File: src/rtl/register_file_shadowed.sv
// General-register file for the PA-RISC datapath.
// NREGS x WIDTH storage with R0 hardwired to zero. Two combinational read
// ports see a same-cycle write through a bypass. One synchronous write port.
// Selected registers (SHADOW_MASK) carry a shadow copy. The shadow copy is
// saved on interruption (SaveShadow) and restored on RFI (RestShadow).
module register_file_shadowed #(
  parameter int               WIDTH       = 32,
  parameter int               NREGS       = 32,
  parameter logic [NREGS-1:0] SHADOW_MASK = 32'h0303_0302,
  localparam int              AW          = $clog2(NREGS)
) (
  input  logic             Clk,
  input  logic             Clr,
  input  logic             LE,
  input  logic [AW-1:0]    WA,
  input  logic [WIDTH-1:0] WD,
  input  logic [AW-1:0]    RA_A,
  input  logic [AW-1:0]    RA_B,
  output logic [WIDTH-1:0] QA,
  output logic [WIDTH-1:0] QB,
  input  logic             SaveShadow,
  input  logic             RestShadow,
  output logic             ShadowValid
);

  // Snapshot tracking: IDLE until a save, VALID until the next restore.
  typedef enum logic {
    SNAP_IDLE  = 1'b0,
    SNAP_VALID = 1'b1
  } snap_state_e;

  snap_state_e snap_state_q;
  snap_state_e snap_state_d;

  // Flat view of every GR. The read muxes index this view. Entry 0 is the constant zero.
  logic [WIDTH-1:0] gr_view [NREGS];

  assign gr_view[0] = '0;

  // Read-port value: R0 reads zero, then a pending write bypasses storage.
  function automatic logic [WIDTH-1:0] read_port(
    input logic [AW-1:0]    ra,
    input logic [WIDTH-1:0] stored,
    input logic             le,
    input logic [AW-1:0]    wa,
    input logic [WIDTH-1:0] wd
  );
    logic [WIDTH-1:0] q;
    q = stored;
    if (le && (wa == ra)) q = wd;
    if (ra == '0)         q = '0;
    return q;
  endfunction

  // Snapshot state register.
  // NOTE: state registers use non-blocking assignments. All flops then
  // sample pre-edge values, so a save and a restore on the same edge swap cleanly.
  always_ff @(posedge Clk or posedge Clr) begin
    if (Clr) snap_state_q <= SNAP_IDLE;
    else     snap_state_q <= snap_state_d;
  end

  // Next snapshot state. A save wins over a restore, so save plus restore stays VALID.
  // NOTE: default assigned first so every path drives the output and no latch is inferred.
  always_comb begin
    snap_state_d = snap_state_q;
    if (SaveShadow)      snap_state_d = SNAP_VALID;
    else if (RestShadow) snap_state_d = SNAP_IDLE;
  end

  assign ShadowValid = (snap_state_q == SNAP_VALID);

  // One block per architected register, R1..R(NREGS-1). R0 has no storage.
  // Unmasked registers get no shadow flops at all.
  for (genvar i = 1; i < NREGS; i++) begin : g_gr
    logic [WIDTH-1:0] gr_q;
    logic             wr_hit;

    assign wr_hit = LE && (WA == AW'(i));

    if (SHADOW_MASK[i]) begin : g_shadowed
      logic [WIDTH-1:0] shadow_q;

      // GR with shadow: a restore overrides a same-cycle write.
      // NOTE: this storage is reset explicitly. Clr must clear every GR, so the array
      // is built from flops, not from an unresettable RAM macro.
      always_ff @(posedge Clk or posedge Clr) begin
        if (Clr)             gr_q <= '0;
        else if (RestShadow) gr_q <= shadow_q;
        else if (wr_hit)     gr_q <= WD;
      end

      // Shadow copy captures the pre-edge GR value, so a same-cycle write is not captured.
      always_ff @(posedge Clk or posedge Clr) begin
        if (Clr)             shadow_q <= '0;
        else if (SaveShadow) shadow_q <= gr_q;
      end
    end else begin : g_plain
      // Plain GR: only the write port updates it.
      always_ff @(posedge Clk or posedge Clr) begin
        if (Clr)         gr_q <= '0;
        else if (wr_hit) gr_q <= WD;
      end
    end

    assign gr_view[i] = gr_q;
  end

  // Read ports are forced to zero while Clr is held. This also suppresses the bypass.
  assign QA = Clr ? '0 : read_port(RA_A, gr_view[RA_A], LE, WA, WD);
  assign QB = Clr ? '0 : read_port(RA_B, gr_view[RA_B], LE, WA, WD);

endmodule

File: config.mk
export PLATFORM = sky130hd
export DESIGN_NAME = register_file_shadowed
export DESIGN_NICKNAME = d
export VERILOG_FILES = /design/src/rtl/register_file_shadowed.sv
export SDC_FILE = /design/constraint.sdc
export NUM_CORES = 2
export LEC_CHECK = 0
export CORE_MARGIN = 8
export CORE_UTILIZATION = 53
export DETAILED_ROUTE_END_ITERATION = 16
export PLACE_DENSITY = 0.68
export SLEW_MARGIN = 20
export SYNTH_ARGS = -nofsm -noshare
export SYNTH_HDL_FRONTEND = slang
export SYNTH_SLANG_ARGS = --single-unit
File: constraint.sdc
create_clock -name Clk -period 85 [get_ports Clk]
set_input_delay 17 -clock Clk [delete_from_list [all_inputs] [get_ports Clk]]
set_output_delay 17 -clock Clk [all_outputs]
set_load 0.005 [all_outputs]
==> flow_summary_export.csv <==
group,metric,value,unit
outcome,status,"finished clean",
min_path,worstHoldStart,"g_gr[1].g_shadowed.shadow_q[9]",
global_route,grt_antenna_before_repair,14,
yosys,mappedNetlistNets,4766,
run,timing.max_cap.violations,0,
placement,place_ws,46.15,ns
sta,achievable-frequency,25.6,MHz
die,die_area,133000,um2
min_path,worst_hold_path.endpoint,"g_gr[1].gr_q[9]",
global_route,grt_max_degree,192,
critical_path,critical-path-top-cell-by-count,"sky130_fd_sc_hd__buf_4",
sta,setup_violations,0,
cts,tritoncts,"built",
die,die-height,365,um
pwr,power.density_cell_area,24.1,nW/um2
yosys,synth_area_leader,"sky130_fd_sc_hd__dfrtp_1",
detailed_routing,detail_route.wirelength,212000,um
cts,clk_pin_slew_worst_paths,0.06,ns
cts,cts.sink_count,1217,
yosys,list_of_most_frequent_post_synthesis_cells,"1,217 x sky130_fd_sc_hd__dfrtp_1, 1,073 x sky130_fd_sc_hd__mux2_2, 445 x sky130_fd_sc_hd__mux4_2",
placement,placement.io_buffers,116,
cts,htree_levels,4,
sta,sum_neg_setup_slack,0,ns
global_route,overflow,0,
pwr,power.leakage,0.0320,uW
critical_path,timing.critical_path.to_type,"output port",
min_path,whs_path_depth,2,
yosys,synth-edff-count,0,
die,initial_utilization,53.2,%
critical_path,reg2regPathDepth,2,
min_path,hold_path.class,"register to register",
detailed_routing,detailedRoute.firstPassIterationCount,5,
die,fp.dieW,365,um
yosys,netlist_instances,4714,
yosys,synth_top_cells_by_area,"sky130_fd_sc_hd__dfrtp_1 47%, sky130_fd_sc_hd__mux2_2 19%, sky130_fd_sc_hd__mux4_2 16%",
critical_path,critical_path.max_stage_delay,0.90,ns
cts,post_cts.repair.setup_buffers,0,
detailed_routing,routed_wire_length_per_instance,33.4,um
global_route,grt_first_pass_wirelength,311000,um
global_route,grtUsageTotal,31.8,%
sta,final-hold-violation-count,0,
yosys,cell_area_after_synthesis,64500,um2
detailed_routing,ant_nets,0,
critical_path,crit_chain,"buf_8 -> buf_4 -> buf_4 -> nor2_2 -> a221oi_1 -> nor3_1 -> or4_1 -> o221ai_1 -> clkdlybuf4s50_1",
cts,cts_buf_count,136,
cts,insertion_delay,0.77,ns
sta,worst_slew_margin_rel,21.4,%
detailed_routing,vias,43800,
critical_path,crit_path_top_delay_cell,"sky130_fd_sc_hd__buf_4",
pwr,ir_worst_vdd,0.0210,mV
yosys,syn-mean-instance-area,13.7,um2
die,floorplan.rows,128,
critical_path,regToRegSetupSlack,84.13,ns
finish,final_net_count,4676,
yosys,asyncSetResetFlopFracSynth,100,%
critical_path,setup.worst_path.class,"input port to output port",
placement,place_area,66700,um2
cts,clock-root-buffer,"sky130_fd_sc_hd__clkbuf_16",
placement,place_congestion,0.866,
sta,rsz_0062_raised_after_global_routing,"no",
yosys,yosys_register_bits,1217,
critical_path,biggest_fanout_along_the_worst_timing_path,84,
die,floorplan.io_pins,117,
cts,cts-root-to-sink-buffers,3,
detailed_routing,drt-initial-drc-count,5160,
yosys,yosysUniqueCellTypes,63,
cts,cts_hold_buffers,0,
sta,finalMaxSlewViolations,0,
yosys,yosys.cell_count.top_type,"sky130_fd_sc_hd__dfrtp_1",
yosys,yosysWarningCount,0,
detailed_routing,post_route_drc,0,
finish,final_area,71300,um2
critical_path,worstReg2RegEnd,"g_gr[16].gr_q[12]",
critical_path,cp_data_required_time,68.00,ns
global_route,grt_pass1_vias,43800,
sta,worst-slew-pin-transition,1.17,ns
sta,finalClockSkew,0.0163,ns
cts,cts_resized,0,
critical_path,timing.critical_path.from_type,"input port",
sta,timing.final.ws_setup,46.01,ns
yosys,synth.yosys.seq_area_share,47.2,%
sta,post-route-period-util,45.9,%
critical_path,worstReg2RegStart,"g_gr[16].gr_q[12]",
finish,area.growth.synth_to_final,10.6,%
finish,post_route_cells_drive_above_1_share,41.2,%
sta,layout_min_cycle_time,38.99,ns
critical_path,critical_path_arrival,21.99,ns
placement,detailedPlacementHpwl,122000,um
finish,fillers,9457,
detailed_routing,vias_per_cell,6.89,
yosys,dominant_synthesized_flop_cell,"sky130_fd_sc_hd__dfrtp_1",
yosys,netlist.area_leader.share,47.2,%
die,placeableCoreArea,121000,um2
[worst max-delay path: cells and delay by family]
kind / cells / cell delay [ns]
AOI/OAI and AO/OA: 2 / 0.73
buffers and inverters: 4 / 3.08
and+or+nand+nor: 3 / 1.01
[kinds of logic after synthesis]
family / count (synthesis) / synth area share (%)
xor+xnor: 10 / 0.136
simple gates: 558 / 3.70
mux: 1878 / 39.9
flops: 1217 / 47.2
buf+inv: 484 / 3.62
compound gates: 567 / 5.45
[power by group]
group          switching [uW]  total, uW  internal (uW)  leakage (uW)
combinational             142        336            193        0.0137
sequential               85.4        779            694        0.0160
clock                     247        605            357       0.00229
[placed cells by master, fill, tap and decap left out, types with 41 or more instances in the layout]
master and instances:
sky130_fd_sc_hd__nand2_1 317, sky130_fd_sc_hd__mux2_2 1073, sky130_fd_sc_hd__o21ai_0 287, sky130_fd_sc_hd__mux4_2 445, sky130_fd_sc_hd__dfrtp_1 1217, sky130_fd_sc_hd__mux2i_1 355, sky130_fd_sc_hd__clkdlybuf4s50_1 104, sky130_fd_sc_hd__nor2_1 69
sky130_fd_sc_hd__nand3_1 41, sky130_fd_sc_hd__buf_4 129, sky130_fd_sc_hd__clkbuf_16 144, sky130_fd_sc_hd__a221oi_1 45
[routing by layer]
| metal | GRT usage, % | part of all wire, % |
|---|---|---|
| met5 | 0.327 | 0.053 |
| met4 | 15.1 | 5.5 |
| met3 | 8.13 | 9.9 |
| met2 | 47.1 | 44 |
| met1 | 44.1 | 41 |
[final cells by class]
cell class                 instances  area, um2  area share [%]
antenna                            5       12.5          0.0175
clock buffer                     198       4160            5.83
clock inverter                    44        422           0.591
inverter                           6       30.0          0.0421
multi-input combinational       3013      31900            44.8
sequential                      1217      30500            42.7
tap                             1625       2030            2.85
timing repair buffer             250       2260            3.17
[worst max path at each step]
stage            start  endpoint  slack [ns]  depth (start not counted)
2_1_floorplan      Clr    QA[18]       21.73                          5
3_3_place_gp   RA_A[1]     QA[2]       46.15                          9
3_5_place_dp   RA_A[1]     QA[2]       46.15                          9
4_1_cts        RA_A[1]     QA[2]       46.15                          9
5_1_grt        RA_A[1]     QA[2]       46.00                          9
6_report       RA_A[1]     QA[2]       46.01                          9
[metrics by stage]
step / instances / power [uW] / hold WS [ns] / util (%)
after floorplan: 4714 / 1020 / 0.446 / -
after global placement: 6109 / 1100 / 0.450 / 55.0
after detailed placement: 6109 / 1120 / 0.462 / 55.0
after CTS: 6351 / 1720 / 0.466 / 58.8
after global routing: 6354 / 1790 / 0.487 / 58.8
final: 6358 / 1720 / 0.465 / 58.8
[state kept, by name, indices dropped and copies added (netlist names)]
name,flops
ShadowValid,1
g_gr.gr_q,992
g_gr.g_shadowed.shadow_q,224
Power figures use the tool's default switching activity.
